==> config.mk <==
export PLATFORM = sky130hd
export DESIGN_NAME = md_rx_arbiter
export DESIGN_NICKNAME = d
export VERILOG_FILES = /design/src/rtl/md_rx_arbiter_pkg.sv /design/src/rtl/md_rx_arbiter_rr_picker.sv /design/src/rtl/md_rx_arbiter.sv
export SDC_FILE = /design/constraint.sdc
export NUM_CORES = 1
export LEC_CHECK = 0
export CAP_MARGIN = 10
export CORE_MARGIN = 2
export CORE_UTILIZATION = 37
export CTS_CLUSTER_DIAMETER = 150
export DETAILED_ROUTE_END_ITERATION = 8
export GPL_ROUTABILITY_DRIVEN = 0
export GPL_TIMING_DRIVEN = 0
export MAX_ROUTING_LAYER = met4
export PLACE_DENSITY = 0.86
export SYNTH_ARGS = -nofsm -noshare
export SYNTH_HDL_FRONTEND = slang
export SYNTH_SLANG_ARGS = --single-unit
==> constraint.sdc <==
create_clock -name clk -period 5 [get_ports clk]
set_input_delay 1 -clock clk [delete_from_list [all_inputs] [get_ports clk]]
set_output_delay 1 -clock clk [all_outputs]
set_load 0.01 [all_outputs]
==> src/rtl/md_rx_arbiter_pkg.sv <==
// Shared types and width helpers for the MD RX arbiter.
package md_rx_arbiter_pkg;

  typedef enum logic [0:0] {
    ST_IDLE = 1'b0,
    ST_SEND = 1'b1
  } state_e;

  localparam int DEF_STALL_LIMIT = 64;

  // Byte-offset field width for a data bus of dw bits (never narrower than 1).
  function automatic int calc_offw(input int dw);
    int w;
    w = $clog2(dw / 8);
    return (w < 1) ? 1 : w;
  endfunction

  // Size field width: must encode 0..bytes-per-beat inclusive.
  function automatic int calc_szw(input int dw);
    return $clog2(dw / 8) + 1;
  endfunction

endpackage

==> src/rtl/md_rx_arbiter_rr_picker.sv <==
// Round-robin picker: first set request strictly after last_i, wrapping.
module rr_picker #(
  parameter  int N  = 4,
  localparam int IW = (N > 1) ? $clog2(N) : 1
) (
  input  logic [N-1:0]  req_i,
  input  logic [IW-1:0] last_i,
  output logic [IW-1:0] winner_o,
  output logic          any_o
);

  // Scan last+1 .. last+N (mod N); the first hit wins.
  always_comb begin
    int idx;
    winner_o = '0;
    any_o    = 1'b0;
    idx      = 0;
    for (int i = 1; i <= N; i++) begin
      idx = (int'(last_i) + i) % N;
      if (!any_o && req_i[IW'(idx)]) begin
        any_o    = 1'b1;
        winner_o = IW'(idx);
      end
    end
  end

endmodule

==> src/rtl/md_rx_arbiter.sv <==
// Arbitrates NUM_REQ MD requesters onto one MD RX master port.
// One transfer in flight: accept in IDLE, present held payload in SEND.
module md_rx_arbiter
  import md_rx_arbiter_pkg::*;
#(
  parameter  int ALGN_DATA_WIDTH = 32,
  parameter  int NUM_REQ         = 4,
  parameter  int STALL_LIMIT     = DEF_STALL_LIMIT,
  localparam int OFFW            = calc_offw(ALGN_DATA_WIDTH),
  localparam int SZW             = calc_szw(ALGN_DATA_WIDTH),
  localparam int IDW             = $clog2(NUM_REQ)
) (
  input  logic                               clk,
  input  logic                               reset,
  input  logic [NUM_REQ-1:0]                 req_valid,
  input  logic [NUM_REQ*ALGN_DATA_WIDTH-1:0] req_data,
  input  logic [NUM_REQ*OFFW-1:0]            req_offset,
  input  logic [NUM_REQ*SZW-1:0]             req_size,
  output logic [NUM_REQ-1:0]                 req_ready,
  output logic [NUM_REQ-1:0]                 req_done,
  output logic [NUM_REQ-1:0]                 req_err,
  output logic                               md_rx_valid,
  output logic [ALGN_DATA_WIDTH-1:0]         md_rx_data,
  output logic [OFFW-1:0]                    md_rx_offset,
  output logic [SZW-1:0]                     md_rx_size,
  input  logic                               md_rx_ready,
  input  logic                               md_rx_err,
  output logic [IDW-1:0]                     grant_id,
  output logic                               stall,
  input  logic                               stall_clr
);

  localparam int              CNTW    = $clog2(STALL_LIMIT + 1);
  localparam logic [CNTW-1:0] CNT_MAX = CNTW'(STALL_LIMIT);
  localparam logic [CNTW-1:0] CNT_PRE = CNTW'(STALL_LIMIT - 1);

  state_e                     state_q;
  logic [IDW-1:0]             grant_id_q, last_grant_q;
  logic                       md_rx_valid_q;
  logic [ALGN_DATA_WIDTH-1:0] data_q;
  logic [OFFW-1:0]            offset_q;
  logic [SZW-1:0]             size_q;
  logic [NUM_REQ-1:0]         req_done_q, req_err_q;
  logic [CNTW-1:0]            stall_cnt_q, stall_cnt_d;
  logic                       stall_q, stall_d, stall_set;

  logic [IDW-1:0]             winner;
  logic                       any;
  logic                       accept, hs;
  logic [ALGN_DATA_WIDTH-1:0] win_data;
  logic [OFFW-1:0]            win_offset;
  logic [SZW-1:0]             win_size;

  rr_picker #(.N(NUM_REQ)) u_pick (
    .req_i    (req_valid),
    .last_i   (last_grant_q),
    .winner_o (winner),
    .any_o    (any)
  );

  assign accept = (state_q == ST_IDLE) && any;
  assign hs     = (state_q == ST_SEND) && md_rx_ready;

  // Select the winner's slice of the flattened request buses.
  always_comb begin
    win_data   = '0;
    win_offset = '0;
    win_size   = '0;
    for (int i = 0; i < NUM_REQ; i++) begin
      if (winner == IDW'(i)) begin
        win_data   = req_data[i*ALGN_DATA_WIDTH +: ALGN_DATA_WIDTH];
        win_offset = req_offset[i*OFFW +: OFFW];
        win_size   = req_size[i*SZW +: SZW];
      end
    end
  end

  // Accept strobe is combinational so the requester sees it in the pick cycle.
  always_comb begin
    req_ready = '0;
    if (!reset && accept) req_ready[winner] = 1'b1;
  end

  // Stall counter saturates; the flag is set only on the transition into the
  // limit so a later stall_clr can clear it even while still saturated.
  always_comb begin
    stall_cnt_d = stall_cnt_q;
    stall_set   = 1'b0;
    if (accept) begin
      stall_cnt_d = '0;
    end else if (state_q == ST_SEND && !md_rx_ready) begin
      if (stall_cnt_q != CNT_MAX) stall_cnt_d = stall_cnt_q + 1'b1;
      stall_set = (stall_cnt_q == CNT_PRE);
    end
    stall_d = stall_q;
    if (stall_set)      stall_d = 1'b1;
    else if (stall_clr) stall_d = 1'b0;
  end

  // Stall state registers.
  always_ff @(posedge clk) begin
    if (reset) begin
      stall_cnt_q <= '0;
      stall_q     <= 1'b0;
    end else begin
      stall_cnt_q <= stall_cnt_d;
      stall_q     <= stall_d;
    end
  end

  // Main FSM: capture on accept, hold until handshake, pulse done/err.
  always_ff @(posedge clk) begin
    if (reset) begin
      state_q       <= ST_IDLE;
      md_rx_valid_q <= 1'b0;
      data_q        <= '0;
      offset_q      <= '0;
      size_q        <= '0;
      grant_id_q    <= '0;
      last_grant_q  <= IDW'(NUM_REQ - 1);
      req_done_q    <= '0;
      req_err_q     <= '0;
    end else begin
      req_done_q <= '0;
      req_err_q  <= '0;
      case (state_q)
        ST_IDLE: begin
          if (accept) begin
            state_q       <= ST_SEND;
            md_rx_valid_q <= 1'b1;
            data_q        <= win_data;
            offset_q      <= win_offset;
            size_q        <= win_size;
            grant_id_q    <= winner;
            last_grant_q  <= winner;
          end
        end
        ST_SEND: begin
          if (hs) begin
            state_q                <= ST_IDLE;
            md_rx_valid_q          <= 1'b0;
            req_done_q[grant_id_q] <= 1'b1;
            req_err_q[grant_id_q]  <= md_rx_err;
          end
        end
        default: state_q <= ST_IDLE;
      endcase
    end
  end

  assign md_rx_valid  = md_rx_valid_q;
  assign md_rx_data   = data_q;
  assign md_rx_offset = offset_q;
  assign md_rx_size   = size_q;
  assign req_done     = req_done_q;
  assign req_err      = req_err_q;
  assign grant_id     = grant_id_q;
  assign stall        = stall_q;

endmodule

==> results of run 1 <==
[state kept, by name, indices dropped and copies added, names as in the netlist]
register,cells
md_rx_data,32
stall_cnt_q,7
req_done,4
req_err,4
md_rx_size,3
grant_id,2
last_grant_q,2
md_rx_offset,2
md_rx_valid,1
stall,1
state_q,1
[metrics by stage]
step | util | instances | power (mW) | hold WS, ns | worst slack (ns)
final | 0.717 | 601 | 1.41 | 0.475 | 0.452
after floorplan | - | 277 | 0.733 | 0.477 | 1.79
after global placement | 0.690 | 585 | 0.989 | 0.453 | 0.501
after detailed placement | 0.690 | 585 | 0.999 | 0.466 | 0.470
after CTS | 0.717 | 601 | 1.42 | 0.476 | 0.473
after global routing | 0.717 | 601 | 1.48 | 0.485 | 0.330
[worst max-delay path: cells and delay by family]
family | cells | cell delay, ns
buffers and inverters | 3 | 1.68
AOI/OAI and AO/OA | 1 | 0.21
and+or+nand+nor | 3 | 0.67
[kinds of logic after synthesis]
family                   share of synthesized area
AND/OR/NAND/NOR                             0.0977
multiplexers                                 0.130
adder cells (fa/ha/maj)                    0.00880
XOR/XNOR                                    0.0185
AO/OA/AOI/OAI                                0.284
buffers and inverters                       0.0458
flip-flops                                   0.415
[where the power goes]
group | internal [mW] | switching (mW) | leakage, nW | total [mW]
Combinational | 0.273 | 0.167 | 1.42 | 0.440
Sequential | 0.520 | 0.0305 | 0.485 | 0.550
Clock | 0.228 | 0.194 | 0.0950 | 0.422
Total | 1.02 | 0.392 | 2.00 | 1.41
[cell usage after synthesis, drive strengths merged]
| library cell | number | share of area |
|---|---|---|
| a211oi | 1 | 0.0026 |
| a21bo | 1 | 0.0035 |
| a21o | 1 | 0.0026 |
| a21oi | 5 | 0.0088 |
| a221o | 37 | 0.13 |
| a2bb2oi | 1 | 0.0031 |
| a311oi | 2 | 0.012 |
| a31oi | 1 | 0.0022 |
| and2 | 2 | 0.0044 |
| and3 | 3 | 0.0066 |
| and3b | 1 | 0.0031 |
| buf | 12 | 0.026 |
| clkbuf | 8 | 0.011 |
| dfxtp | 59 | 0.42 |
| ha | 2 | 0.0088 |
| inv | 7 | 0.0092 |
| mux2i | 37 | 0.13 |
| nand2 | 11 | 0.015 |
| nand2b | 6 | 0.013 |
| nand3 | 3 | 0.0053 |
| nor2 | 25 | 0.033 |
| nor3 | 2 | 0.0053 |
| nor3b | 1 | 0.0026 |
| nor4 | 1 | 0.0022 |
| nor4b | 1 | 0.0031 |
| o21ai | 1 | 0.0018 |
| o21bai | 1 | 0.0026 |
| o2bb2ai | 37 | 0.11 |
| or2 | 1 | 0.0022 |
| or3 | 1 | 0.0022 |
| xnor2 | 4 | 0.012 |
| xor2 | 2 | 0.0062 |
[per-layer routing]
metal	vias up	global-route usage	share of wire
met5	-	-	0
met4	0	0.115	0.026
met3	23	0.0575	0.080
met2	186	0.462	0.52
met1	1495	0.264	0.37
li1	1522	-	-
[layout make-up]
type | instances | share of cell area
Clock inverter | 7 | 0.0131
Tap cell | 99 | 0.0236
Buffer | 20 | 0.0198
Timing Repair Buffer | 209 | 0.398
Multi-Input combinational cell | 191 | 0.292
Inverter | 7 | 0.00500
Sequential cell | 59 | 0.225
Clock buffer | 9 | 0.0236
[final timing paths]
| check | end | slack (ns) | start |
|---|---|---|---|
| worst max register to register | md_rx_data[29] | 2.72 | last_grant_q[0] |
| worst max-delay path | req_ready[1] | 0.45 | req_valid[1] |
| worst min register to register | md_rx_valid | 0.48 | md_rx_valid |
| worst min-delay path | md_rx_valid | 0.48 | md_rx_valid |
==> flow_summary.toml, run 1 <==
[timing]
max_slew_margin = 0.443
finalMaxSlewViolations = 0
timing.fmax_mhz = 220
hold_violations = 0
period_minus_slack_ns = 4.55
rsz0062_at_grt = "false"
skew_ns = 0.00744
worstMarginPinSlew_ns = 0.833
period_share = 0.910
setup_tns_ns = 0
setup_viol = 0

[setup_path]
critPathMaxFanout = 10
crit_top_cell = "clkdlybuf4s50_1"
path_cells = "clkdlybuf4s50_1 > nand2b_1 > a21bo_1 > and3_1 > nor4_1 > clkbuf_1 > clkdlybuf4s50_1"
required_ns = 4.00
slowest_delay_ns = 0.63
crit_type = "input port to output pin"
slowest_stage = "clkdlybuf4s50_1"
endpoint_kind = "output pin"
reg2regPathDepth = 7
start_kind = "input port"
cp.arrival_ns = 3.55

[final_layout]
layout.nets = 656
drive_gt1_frac = 0.0618
area_delta_synth_final_pct = 84.7
n_antenna_cell = 0
design_area_sq_um = 5250
multi_input_area_sq_um = 1530
regArea_sq_um = 1180
mostFrequentLayoutCell = "clkdlybuf4s50_1"
layout.cells.most_common_list = "209 x clkdlybuf4s50_1, 59 x dfxtp_1, 37 x mux2i_1, 37 x o2bb2ai_1, 37 x a221o_1"
fill_cells = 570

[detailed_routing]
viasPerCell = 5.37
drtPass1Iterations = 4
drt-total-wl_mm = 10.6
avgRoutedWirePerCell_um = 17.7
ant_nets = 0
drtIter0Drc = 120
route.vias.total = 3226
drc = 0

[logic_synthesis]
synth_warnings = 0
synth_area_sq_um = 2840
syn_nets = 436
avgSynthCellArea_sq_um = 10.3
yosysSeqAreaShare = 0.415
ys_seq_elements = 59
syn_inst = 277
synth_cell_type_count = 37

[clock_network]
post_cts_buffers = 0
cts_resized = 0
clk_pin_slew_ns = 0.07
cts-buffers-inserted = 9
clk_latency_ns = 0.33
cts_tree = "done"
htreeDepth = 3
clock_path_buffers = 2
clock_sink_count = 59
cts-root-buf = "clkbuf_8"
holdBufCountCts = 0

[die]
core-area_sq_um = 7330
pin_count = 210
die_h_um = 91.7
die_w_um = 91.7
die_area_sq_um = 8400
initial_core_util = 0.388
rows = 31

[placed_design]
place_area_sq_um = 5060
io_buffer_count = 209
dp_hpwl_mm = 8.36

[global_route]
overflow = 0
grt_pass1_wl_mm = 16.3
grt_usage = 0.256
antenna_found_initial = 0
grt_max_degree = 12
grt_pass1_vias = 3405

[power]
power_density_nw_per_um2 = 269
leakage_nw = 2.00
vdd_drop_max_mv = 0.156

[hold_path]
worstHoldPathCells = 2
min_path_type = "register to register"

[run]
maxCapViolCount = 0

[run_status]
status = "complete, no violations"
Power figures use the tool's default switching activity.
==> inputs of run 2 (changes only) <==
--- a/config.mk
+++ b/config.mk
@@ -13,7 +13,7 @@
 export GPL_ROUTABILITY_DRIVEN = 0
 export GPL_TIMING_DRIVEN = 0
 export MAX_ROUTING_LAYER = met4
-export PLACE_DENSITY = 0.86
+export PLACE_DENSITY = 0.94
 export SYNTH_ARGS = -nofsm -noshare
 export SYNTH_HDL_FRONTEND = slang
 export SYNTH_SLANG_ARGS = --single-unit
==> flow_summary.toml, run 2 (synthesis results as in run 1) <==
[global_route]
grt_pass1_vias = 3370
grt_usage = 0.263
grt_pass1_wl_mm = 16.8
overflow = 0
grt_max_degree = 11
antenna_found_initial = 0

[hold_path]
worstHoldPathCells = 2
min_path_type = "register to register"
min_from = "md_rx_valid"
hold_end = "md_rx_valid"

[clock_network]
htreeDepth = 3
cts-buffers-inserted = 9
holdBufCountCts = 0
cts_resized = 0
clk_pin_slew_ns = 0.07
post_cts_buffers = 0
clock_path_buffers = 2
clk_latency_ns = 0.33
cts-root-buf = "clkbuf_8"
cts_tree = "done"
clock_sink_count = 59

[power]
p_total_mw = 1.54
vdd_drop_max_mv = 0.202
power_density_nw_per_um2 = 290
seq_power_share = 0.358
comb_power_share = 0.285
power_frac_clock = 0.358
p_sw_frac = 0.246
p_switching_uw = 380
intPower_mw = 1.16
leakage_nw = 2.03

[die]
pin_count = 210
die_w_um = 91.7
rows = 31
initial_core_util = 0.388
die_h_um = 91.7
core-area_sq_um = 7330
die_area_sq_um = 8400

[setup_path]
start_kind = "input port"
path_cells = "clkdlybuf4s50_1 > nand2b_1 > a21bo_1 > nand3_1 > clkbuf_1 > clkbuf_1 > nor2_1 > clkdlybuf4s50_1"
cp.arrival_ns = 3.55
slowest_delay_ns = 0.54
critPathMaxFanout = 10
rr_startpoint = "last_grant_q[0]"
reg2regPathDepth = 7
endpoint_kind = "output pin"
slowest_stage = "clkdlybuf4s50_1"
required_ns = 4.00
r2r-end = "md_rx_size[1]"
r2r_setup_slack_ns = 2.63
crit_type = "input port to output pin"

[final_layout]
mostFrequentLayoutCell = "clkdlybuf4s50_1"
layout.nets = 656
final_util = 0.726
area_delta_synth_final_pct = 87.1
final_cells = 601
largest_reg_flops = 32
drive_gt1_frac = 0.0618
n_antenna_cell = 0
layout.cells.most_common_list = "209 x clkdlybuf4s50_1, 59 x dfxtp_1, 37 x mux2i_1, 37 x o2bb2ai_1, 37 x a221o_1"

[timing]
timing.hold.ws_ns = 0.467
finalMaxSlewViolations = 0
rsz0062_at_grt = "false"
period_share = 0.910
skew_ns = 0.00753
setup_viol = 0
timing.fmax_mhz = 220
hold_violations = 0
worstMarginPinSlew_ns = 0.863
period_minus_slack_ns = 4.55
max_slew_margin = 0.422
setup_tns_ns = 0

[detailed_routing]
drc = 0
drtPass1Iterations = 4
ant_nets = 0
drt-total-wl_mm = 10.9
drtIter0Drc = 102
viasPerCell = 5.37
avgRoutedWirePerCell_um = 18.1
route.vias.total = 3227

[placed_design]
dp.cells = 585
dp_hpwl_mm = 8.58
io_buffer_count = 209

[run_status]
status = "complete, no violations"

[run]
maxCapViolCount = 0
[run 2: cell count changes in the layout (fill, tap and decap cells not counted)]
| cell | change |
|---|---|
| bufinv_16 | +2 |
| clkbuf_8 | +3 |
| clkinv_2 | -2 |
| clkinv_4 | -1 |
| clkinvlp_4 | -2 |
[run 2: power groups by stage]
stage / logic, mW / registers [mW] / clock network, mW
global route: 0.469 / 0.557 / 0.587
floorplan: 0.156 / 0.577 / 0
detailed placement: 0.440 / 0.560 / 0
global placement: 0.431 / 0.558 / 0
CTS: 0.443 / 0.552 / 0.562
finish: 0.439 / 0.552 / 0.552
[run 2: worst max-delay path by stage]
| stage | from | endpoint | cells after the start |
|---|---|---|---|
| after global routing | req_valid[0] | req_ready[0] | 8 |
| final | req_valid[3] | req_ready[0] | 8 |
| after CTS | req_valid[3] | req_ready[0] | 8 |
| after detailed placement | req_valid[3] | req_ready[0] | 8 |
| after global placement | req_valid[3] | req_ready[1] | 7 |
| after floorplan | req_valid[1] | req_ready[2] | 6 |
[run 2: layout make-up]
cell class	count	area (sq um)
sequential	59	1180
multi-input combinational	191	1530
clock buffer	12	165
tap	99	124
inverter	7	26.3
buffer	20	104
timing repair buffer	209	2090
fill	532	2010
clock inverter	4	95.1
[run 2: routing by layer]
layer | up-vias | routed length [um] | GRT usage
li1 | 1520 | - | -
met1 | 1509 | 4110 | 0.275
met2 | 182 | 5760 | 0.488
met3 | 16 | 872 | 0.0657
met4 | 0 | 167 | 0.0732
met5 | - | 0 | -
[run 2: worst max-delay path, delay by kind of cell]
kind,cells,cell delay (ns)
buf+inv,4,2.01
simple gates,3,0.34
compound gates,1,0.20
[run 2: stage by stage]
step                      cell area (sq um)  setup WS, ns
final                                  5320         0.449
after global routing                   5320         0.311
after CTS                              5320         0.469
after detailed placement               5060         0.460
after global placement                 5060         0.498
after floorplan                        2840          1.79
==> inputs of run 3 (changes only) <==
--- a/config.mk
+++ b/config.mk
@@ -8,12 +8,13 @@
 export CAP_MARGIN = 10
 export CORE_MARGIN = 2
 export CORE_UTILIZATION = 37
-export CTS_CLUSTER_DIAMETER = 150
+export CTS_CLUSTER_DIAMETER = 100
 export DETAILED_ROUTE_END_ITERATION = 8
 export GPL_ROUTABILITY_DRIVEN = 0
 export GPL_TIMING_DRIVEN = 0
 export MAX_ROUTING_LAYER = met4
 export PLACE_DENSITY = 0.94
+export RECOVER_POWER = 50
 export SYNTH_ARGS = -nofsm -noshare
 export SYNTH_HDL_FRONTEND = slang
 export SYNTH_SLANG_ARGS = --single-unit
==> flow_summary.toml, run 3 (synthesis results as in run 1) <==
[run_status]
status = "complete, no violations"

[power]
power_frac_clock = 0.362
p_switching_uw = 379
comb_power_share = 0.278
p_sw_frac = 0.248
intPower_mw = 1.15
seq_power_share = 0.360
p_total_mw = 1.53
leakage_nw = 2.15
power_density_nw_per_um2 = 287
vdd_drop_max_mv = 0.202

[final_layout]
drive_gt1_frac = 0.0618
largest_reg_flops = 32
final_util = 0.726
layout.cells.most_common_list = "163 x clkdlybuf4s50_1, 59 x dfxtp_1, 46 x dlygate4sd3_1"
design_area_sq_um = 5320
mostFrequentLayoutCell = "clkdlybuf4s50_1"
n_antenna_cell = 0
area_delta_synth_final_pct = 87.1
layout.nets = 656
fill_cells = 532

[clock_network]
post_cts_buffers = 0
clock_path_buffers = 2
cts_tree = "done"
holdBufCountCts = 0
cts_resized = 0
cts-root-buf = "clkbuf_8"
cts-buffers-inserted = 9
clk_pin_slew_ns = 0.07
clock_sink_count = 59
clk_latency_ns = 0.33
htreeDepth = 3

[global_route]
grt_usage = 0.263
grt_pass1_wl_mm = 16.8
overflow = 0
grt_max_degree = 11
antenna_found_initial = 0
grt_pass1_vias = 3370

[die]
die_h_um = 91.7
pin_count = 210
die_w_um = 91.7
die_area_sq_um = 8400
rows = 31
initial_core_util = 0.388
core-area_sq_um = 7330

[detailed_routing]
avgRoutedWirePerCell_um = 18.1
route.vias.total = 3187
drtIter0Drc = 125
drc = 0
viasPerCell = 5.30
drtPass1Iterations = 4
ant_nets = 0
drt-total-wl_mm = 10.9

[timing]
timing.fmax_mhz = 217
rsz0062_at_grt = "false"
skew_ns = 0.00743
setup_tns_ns = 0
timing.hold.ws_ns = 0.464
worstMarginPinSlew_ns = 0.868
max_slew_margin = 0.419
hold_violations = 0
period_share = 0.923
period_minus_slack_ns = 4.61
finalMaxSlewViolations = 0
setup_viol = 0

[placed_design]
place_area_sq_um = 5060
dp_hpwl_mm = 8.58
io_buffer_count = 209

[setup_path]
reg2regPathDepth = 7
required_ns = 4.00
critPathMaxFanout = 10
start_kind = "input port"
crit_type = "input port to output pin"
endpoint_kind = "output pin"
cp.arrival_ns = 3.61

[hold_path]
min_path_type = "register to register"
worstHoldPathCells = 2

[run]
maxCapViolCount = 0
==> run 3: path summary, 6_finish.rpt <==
| check | from | endpoint | slack (ns) |
|---|---|---|---|
| min reg2reg | md_rx_valid | md_rx_valid | 0.46 |
| max reg2reg | last_grant_q[0] | md_rx_size[1] | 2.64 |
| min | md_rx_valid | md_rx_valid | 0.46 |
| max | req_valid[3] | req_ready[0] | 0.39 |
==> run 3: power by group through the flow <==
| stage | sequential, mW | combinational, mW | clock, mW |
|---|---|---|---|
| 6_report | 0.551 | 0.424 | 0.553 |
| 3_3_place_gp | 0.558 | 0.431 | 0 |
| 4_1_cts | 0.552 | 0.443 | 0.562 |
| 3_5_place_dp | 0.560 | 0.440 | 0 |
| 5_1_grt | 0.555 | 0.454 | 0.587 |
| 2_1_floorplan | 0.577 | 0.156 | 0 |
==> run 3: metal layers <==
metal	vias to the layer above	part of all wire	GRT usage	routed length (um)
met3	17	0.071	0.0657	773
met1	1488	0.38	0.275	4160
li1	1521	-	-	-
met5	-	0	-	0
met4	0	0.016	0.0732	172
met2	161	0.53	0.488	5770
==> run 3: critical path, stage by stage <==
cell and delay, ns:
dlygate4sd3_1 0.61, nand2b_1 0.13, a21bo_1 0.20, nand3_1 0.13, clkbuf_1 0.52, clkbuf_1 0.45, nor2_1 0.08, clkdlybuf4s50_1 0.49
==> run 3: cell type report <==
type / instances / area [sq um] / share of cell area
Clock buffer: 12 / 165 / 0.0310
Multi-Input combinational cell: 191 / 1530 / 0.288
Clock inverter: 4 / 95.1 / 0.0179
Buffer: 20 / 104 / 0.0195
Sequential cell: 59 / 1180 / 0.222
Tap cell: 99 / 124 / 0.0233
Timing Repair Buffer: 209 / 2090 / 0.393
Inverter: 7 / 26.3 / 0.00494
==> run 3: metrics by stage <==
stage,setup WS (ns),instances
floorplan,1.79,277
global placement,0.498,585
detailed placement,0.460,585
CTS,0.469,601
global route,0.251,601
finish,0.385,601
==> variant: new RTL, flow settings as in run 2 <==
The parameter `NUM_REQ` goes from 4 to 2.
--- a/src/rtl/md_rx_arbiter.sv
+++ b/src/rtl/md_rx_arbiter.sv
@@ -4,7 +4,7 @@
   import md_rx_arbiter_pkg::*;
 #(
   parameter  int ALGN_DATA_WIDTH = 32,
-  parameter  int NUM_REQ         = 4,
+  parameter  int NUM_REQ         = 2,
   parameter  int STALL_LIMIT     = DEF_STALL_LIMIT,
   localparam int OFFW            = calc_offw(ALGN_DATA_WIDTH),
   localparam int SZW             = calc_szw(ALGN_DATA_WIDTH),
Ports: changed (8 resized); port bits go from 210 to 127. No check against the original RTL was run, so the function may have changed too.
==> variant against run 2 <==
- first-iteration DRC count down 75%
- non-clock buffer count down 91
- critical path depth down 2
- design area down 31%
- synthesized area down 23%
- routed wire length down 44%
- hold slack worse by 0.97 ps
- worst setup slack better by 680 ps
- sequential cell count down 6
- critical path type unchanged
Power is not compared: it rests on default switching activity, and its combinational part moved more than twofold at a synthesized area within 25%.
==> variant: results (changes against run 2) <==
vias per cell 4.98 (was 5.37); Hold Slack 466 ps (was 467 ps); DP Wirelength 4.89 mm (was 8.58 mm); hold endpoint md_rx_data[6] (was md_rx_valid); cell internal pwr 0.723 mW; fillers 506 (was 532); non-filler cells in the finished layout 405 (was 601); clk_lat worst skew 300 ps (was 330 ps); top post-synthesis cells by count 53 x dfxtp_1, 39 x mux2i_1, 38 x o2bb2ai_1 (was 59 x dfxtp_1, 37 x a221o_1, 37 x mux2i_1, 37 x o2bb2ai_1, 25 x nor2_1); Met2 Wirelength 3.00 mm (was 5.76 mm); grt met1 use 21.7% (was 27.5%); dpl cells 398 (was 585); r2r setup slk 3530 ps (was 2630 ps); status complete, no violations (unchanged); met2 usage 35.0% (was 48.8%); reg-to-reg startpoint stall_cnt_q[0] (was last_grant_q[0]); number of global-route vias before repair 2054 (was 3370); GRT Util Overall 19.7% (was 26.3%); met3 GRT Util 5.11% (was 6.57%); met3 WL 531 um (was 872 um); CTS buffer count 5 (was 9); Gate Count Post-Synth 198 (was 277); Port Buffer Count 125 (was 209); Crit Path Max Fanout 10 (unchanged); max_slew headroom 65.6% (was 42.2%); dpl cell area 3540 sq um (was 5060 sq um); Synth area leaders dfxtp_1 48%, mux2i_1 18%, o2bb2ai_1 15% (was dfxtp_1 42%, a221o_1 13%, mux2i_1 13%); Post-synth EDFFs 0 (unchanged); Hold Path Cell Cnt 1 (was 2); global-route wire length before repair 9.60 mm (was 16.8 mm); Critical R2R Capture stall_cnt_q[1] (was md_rx_size[1]); syn nets 281 (was 436); reg2reg path depth 4 (was 7); largest net degree at the start of global routing 16 (was 11); number of DRC markers in iteration 0 26 (was 102); share of cells above drive strength 1 6.67% (was 6.18%); maximum buffer depth of the clock tree 2 (unchanged); routed len/inst 15.2 um (was 18.1 um); skew final 6.85 ps (was 7.53 ps); Place WS 1120 ps (was 460 ps); library cells used by synthesis 32 (was 37); Hold Startpoint md_rx_data[6] (was md_rx_valid); H-tree levels 2 (was 3); register area share after synthesis 48.3% (was 41.5%); metal1 wirelength 2.52 mm (was 4.11 mm); critical path arrival 2870 ps (was 3550 ps)
[variant: cell types whose count changed in the layout (fill, tap and decap cells not counted), sizes merged, moves of 4 or more]
cell           before  now
nand2              11    6
nor2               25    4
dfxtp              59   53
clkdlybuf4s50     209  125
clkbuf             20    8
a221o              37    0
nand2b              6    2
[variant: how the worst max path moves through the flow]
stage	from	to	slack, ps
floorplan	reset	req_ready[0]	2400
global route	reset	req_ready[0]	970
CTS	reset	req_ready[1]	1110
global placement	reset	req_ready[0]	1160
detailed placement	reset	req_ready[1]	1120
finish	reset	req_ready[1]	1130
[variant: worst max-delay path, cell delays in order]
cell,delay [ps]
clkdlybuf4s50_1,560
inv_1,240
nand3_1,180
buf_2,230
nor2_1,100
clkdlybuf4s50_1,560
[variant: layout make-up]
type | instances | area, sq um | area share, %
plain buffers | 13 | 87.6 | 2.40
clock buffers | 5 | 68.8 | 1.89
clock inverters | 2 | 35.0 | 0.961
inverters | 7 | 26.3 | 0.721
multi-input cells | 125 | 1020 | 28.0
flip-flops and latches | 53 | 1060 | 29.1
well taps | 75 | 93.8 | 2.57
repair buffers | 125 | 1250 | 34.3
[variant: cells by family after synthesis]
family / Yosys count / share of synthesized area (%)
AO/OA/AOI/OAI: 53 / 19.5
flip-flops: 53 / 48.3
multiplexers: 39 / 17.8
AND/OR/NAND/NOR: 30 / 7.74
buffers and inverters: 20 / 5.18
adder cells (fa/ha/maj): 2 / 1.14
XOR/XNOR: 1 / 0.399
[variant: power groups by stage]
stage | registers [mW] | logic, mW | clock network, mW
2_1_floorplan | 0.481 | 0.0698 | 0
3_3_place_gp | 0.471 | 0.205 | 0
3_5_place_dp | 0.472 | 0.210 | 0
4_1_cts | 0.462 | 0.211 | 0.284
5_1_grt | 0.466 | 0.224 | 0.306
6_report | 0.462 | 0.208 | 0.275
